## config.mk

```make
export PLATFORM = sky130hd
export DESIGN_NAME = byte_to_word_assembler
export DESIGN_NICKNAME = d
export VERILOG_FILES = /design/src/rtl/byte_to_word_assembler.sv
export SDC_FILE = /design/constraint.sdc
export NUM_CORES = 1
export LEC_CHECK = 0
export CORE_MARGIN = 2
export CORE_UTILIZATION = 50
export DETAILED_ROUTE_END_ITERATION = 8
export PLACE_DENSITY = 0.76
export RECOVER_POWER = 100
export SLEW_MARGIN = 20
export SYNTH_ARGS = -nofsm -noshare
export SYNTH_HDL_FRONTEND = slang
export SYNTH_SLANG_ARGS = --single-unit
export TNS_END_PERCENT = 30
```

## constraint.sdc

```tcl
create_clock -name clk -period 3.1 [get_ports clk]
set_input_delay 0.465 -clock clk [delete_from_list [all_inputs] [get_ports clk]]
set_output_delay 0.465 -clock clk [all_outputs]
set_load 0.03 [all_outputs]
```

## src/rtl/byte_to_word_assembler.sv

```systemverilog
// Reassembles an LSB-first byte stream into DATAWIDTH-bit words.
// Words leave through a valid/ready handshake; stalled partial words can time out.
module byte_to_word_assembler #(
    parameter  int DATAWIDTH = 16,
    parameter  int TIMEOUT   = 0,
    localparam int NBYTES    = (DATAWIDTH + 7) / 8,
    localparam int IDXW      = $clog2(NBYTES) + 1
) (
    input  logic                 clk,
    input  logic                 rstn,
    input  logic [7:0]           i_Byte,
    input  logic                 i_ByteValid,
    output logic                 o_ByteReady,
    output logic [DATAWIDTH-1:0] o_Data,
    output logic                 o_DataValid,
    input  logic                 i_DataReady,
    output logic [IDXW-1:0]      o_ByteIdx,
    output logic                 o_Timeout
);

    localparam int AW   = 8 * NBYTES;
    localparam int CW   = $clog2(TIMEOUT + 1) + 1;
    localparam int TLIM = (TIMEOUT > 0) ? TIMEOUT - 1 : 0;

    logic [AW-1:0] asm_q;
    logic [AW-1:0] full_word;
    logic [CW-1:0] idle_q;
    logic          accept;
    logic          last;
    logic          partial;
    logic          expire;

    // A byte may enter whenever the output slot is free or draining now.
    assign o_ByteReady = !o_DataValid || i_DataReady;
    assign accept      = i_ByteValid && o_ByteReady;
    assign last        = (o_ByteIdx == IDXW'(NBYTES - 1));
    assign partial     = (o_ByteIdx != '0);
    assign expire      = (TIMEOUT > 0) && partial && !accept
                         && (idle_q == CW'(TLIM));

    // Merge the incoming byte into its slot of the assembly register.
    always_comb begin
        full_word = asm_q;
        full_word[8*int'(o_ByteIdx) +: 8] = i_Byte;
    end

    // Byte index, assembly register, output word and idle counter.
    always_ff @(posedge clk or negedge rstn) begin
        if (!rstn) begin
            asm_q       <= '0;
            idle_q      <= '0;
            o_Data      <= '0;
            o_DataValid <= 1'b0;
            o_ByteIdx   <= '0;
            o_Timeout   <= 1'b0;
        end else begin
            o_Timeout <= 1'b0;
            if (o_DataValid && i_DataReady)
                o_DataValid <= 1'b0;
            if (accept) begin
                asm_q  <= full_word;
                idle_q <= '0;
                if (last) begin
                    // Bits above DATAWIDTH in the final byte are dropped here.
                    o_Data      <= full_word[DATAWIDTH-1:0];
                    o_DataValid <= 1'b1;
                    o_ByteIdx   <= '0;
                end else begin
                    o_ByteIdx <= o_ByteIdx + IDXW'(1);
                end
            end else if (expire) begin
                o_ByteIdx <= '0;
                idle_q    <= '0;
                o_Timeout <= 1'b1;
            end else if (partial && (TIMEOUT > 0)) begin
                idle_q <= idle_q + CW'(1);
            end
        end
    end

endmodule
```

==> run_results.csv <==
group,metric,value,unit
sta,setup_viol,0,
cts,htreeDepth,2,
die,dieArea,3838,µm²
setup_path,arrival,1.83,ns
cts,cts.sinks,35,
logic_synthesis,yosysMostFrequentCell,"dfrtp_1",
die,core.rowCount,21,
logic_synthesis,ys_warn_count,0,
die,io_pins,33,
setup_path,end_kind,"output port",
outcome,violations,"capacitance limit, slew limit",
routing,drc,0,
routing,drt_iter0_markers,48,
setup_path,crit_type,"input pin to output port",
flow_run,max_cap_viol_count,1,
routing,first_pass_iters,4,
placed_design,placed_cells,195,
logic_synthesis,synth_top_area_cell,"dfrtp_1",
global_routing,grt_first_pass_wirelength,5382,µm
sta,layout_min_cycle_time,2.296,ns
sta,hold_violations,0,
cts,postCtsSetupRepairBufs,0,
sta,max_slew.worst_pin.slew,1.838,ns
logic_synthesis,synth_flop_cell,"dfrtp_1",
power_and_ir_drop,sw_frac_of_total,38.69,%
sta,finalSetupTns,0,ns
die,core-area,3284,µm²
logic_synthesis,synth-seq-cells,35,
setup_path,startpoint_type,"input pin",
cts,ctsResizeCount,0,
cts,cts.reportedPaths.clkPinSlew,0.09,ns
power_and_ir_drop,leakage,0.0009952,µW
power_and_ir_drop,p_int,995.3,µW
logic_synthesis,ys_seq_area_share,52.16,%
placed_design,gp_congestion,0.7463,
die,start_util,51.12,%
final_layout,final_util,60.76,%
power_and_ir_drop,seqPwrFrac,41.8,%
final_layout,fillCellCount,299,
power_and_ir_drop,clkPwrFrac,14.3,%
cts,hold_buffers,0,
placed_design,placed_cell_area,1997,µm²
power_and_ir_drop,power,1623,µW
logic_synthesis,synth_nets,140,
sta,rsz0062_at_grt,"false",
cts,clk_path_buf_depth,2,
logic_synthesis,synthDistinctLibCells,27,
outcome,status,"complete, but fails checks",
final_layout,design_area,1996,µm²
logic_synthesis,synth.avg_cell_area,13.65,µm²
final_layout,drive_gt1_share,9.554,%
routing,wl_per_cell,16.68,µm
logic_synthesis,synth_edf_count,0,
routing,routed_via_density,5.660,
logic_synthesis,async_flop_share,100.0,%
global_routing,grt_pass1_vias,1126,
logic_synthesis,netlist_area,1679,µm²
global_routing,grt_start_max_net_pins,36,
final_layout,register_area,875.8,µm²
cts,cts-root-buf,"clkbuf_4",
final_layout,finalNetCount,173,
power_and_ir_drop,vdd_drop_max,436.6,µV
logic_synthesis,yosysTopAreaCellShare,52.16,%
final_layout,multi_input_area,660.6,µm²
power_and_ir_drop,combPwrFrac,43.9,%
routing,routed_wl,3387,µm
logic_synthesis,ys_top_cells_by_count,"dfrtp_1 (35), a22o_1 (21), inv_1 (10), mux2_4 (10), a32o_1 (6)",
final_layout,syn2layout_area_growth,18.85,%
die,die_width,61.95,µm
final_layout,layout.cells.non_filler,203,
routing,antenna_left,0,
cts,clk_latency,0.33,ns
sta,worst_clock_skew,0.008743,ns
logic_synthesis,synth.area.top_cells,"dfrtp_1 (52%), a22o_1 (11%), mux2_4 (8.9%)",
global_routing,grtUsageTotal,20.12,%
routing,route.vias.total,1149,
final_layout,diodes,0,
logic_synthesis,postSynthCellCount,123,
hold_path,hold_class,"flop to flop",
global_routing,antenna_found_initial,0,
sta,finalCritPeriodShare,74.07,%
die,die_y,61.95,µm
sta,timing.fmax,435.5,MHz
setup_path,required,2.63,ns
power_and_ir_drop,p_sw,628.2,µW
placed_design,dp_hpwl,2472,µm
global_routing,overflow,0,
cts,cts_tree,"yes",
sta,slew_viol_final,36,
placed_design,numPortBuffers,31,
sta,relSlewSlack,-22.53,%
cts,numCtsBuffers,5,
setup_path,path_max_fanout,10,
power_and_ir_drop,power_density,813.5,nW/µm²
through the flow:
| stage | worst slack [ns] | hold slack (ns) |
|---|---|---|
| 4_1_cts | 0.8569 | 0.5070 |
| 6_report | 0.8039 | 0.4918 |
| 2_1_floorplan | 1.131 | 0.1694 |
| 3_3_place_gp | 0.8732 | 0.4756 |
| 5_1_grt | 0.4981 | 0.5161 |
| 3_5_place_dp | 0.8410 | 0.4843 |
area by class of cell:
class / count / share of cell area [%]
Multi-Input combinational cell: 72 / 33.10
Inverter: 10 / 1.881
Clock inverter: 1 / 0.2508
Tap cell: 46 / 2.884
Sequential cell: 35 / 43.89
Timing Repair Buffer: 32 / 15.74
Clock buffer: 7 / 2.257
metal layers:
layer  up-vias  GRT usage, %  wire [µm]
met5         -             0          0
met4         0         10.33         55
met3         7         5.590        199
met2        45         30.65       1756
met1       574         26.24       1376
li1        523             -          -
placed cells by master, fill, tap and decap left out, types with 5 or more instances in the layout:
cell and n:
mux2_1 9, dfrtp_1 35, inv_1 10, mux2_2 5, a32o_1 6, clkbuf_4 5
ha_1 5, clkdlybuf4s50_1 9, dlygate4sd3_1 22, a22o_1 21, o2bb2ai_1 5, nand3_1 5
critical path, stage by stage:
cell and delay (ns):
clkdlybuf4s50_1 0.46, nand2b_4 0.16, dlygate4sd3_1 0.75
power by group through the flow:
stage	Sequential, µW	Combinational [µW]	Clock, µW
2_1_floorplan	794	442	0
4_1_cts	684	785	242
5_1_grt	696	774	260
6_report	679	712	232
3_5_place_dp	692	783	0
3_3_place_gp	683	754	0
final timing paths:
| kind | slack, ns | endpoint | cells after the start | start |
|---|---|---|---|---|
| setup / recovery | 0.80 | o_ByteReady | 3 | i_DataReady |
| hold / removal | 0.49 | o_Data[1] | 1 | o_Data[1] |
| setup reg to reg | 0.91 | asm_q[13] | 5 | o_ByteIdx[0] |
| hold reg to reg | 0.49 | o_Data[1] | 1 | o_Data[1] |
| max in group asynchronous | 0.88 | o_Data[0] | 2 | rstn |
| min in group asynchronous | 1.16 | o_Data[13] | 2 | rstn |
registers in the layout, summed over array words and instances, names as in the netlist:
signal,count
asm_q,16
o_ByteIdx,2
o_Data,16
o_DataValid,1
logic make-up after synthesis:
kind of cell,after synthesis,share of synthesized area [%]
AO/OA/AOI/OAI,34,17.73
adder cells (fa/ha/maj),5,3.726
buffers and inverters,16,5.663
flip-flops,35,52.16
multiplexers,16,12.97
other,1,0.2233
AND/OR/NAND/NOR,16,7.525
No activity file was read; power rests on OpenSTA's default activity.
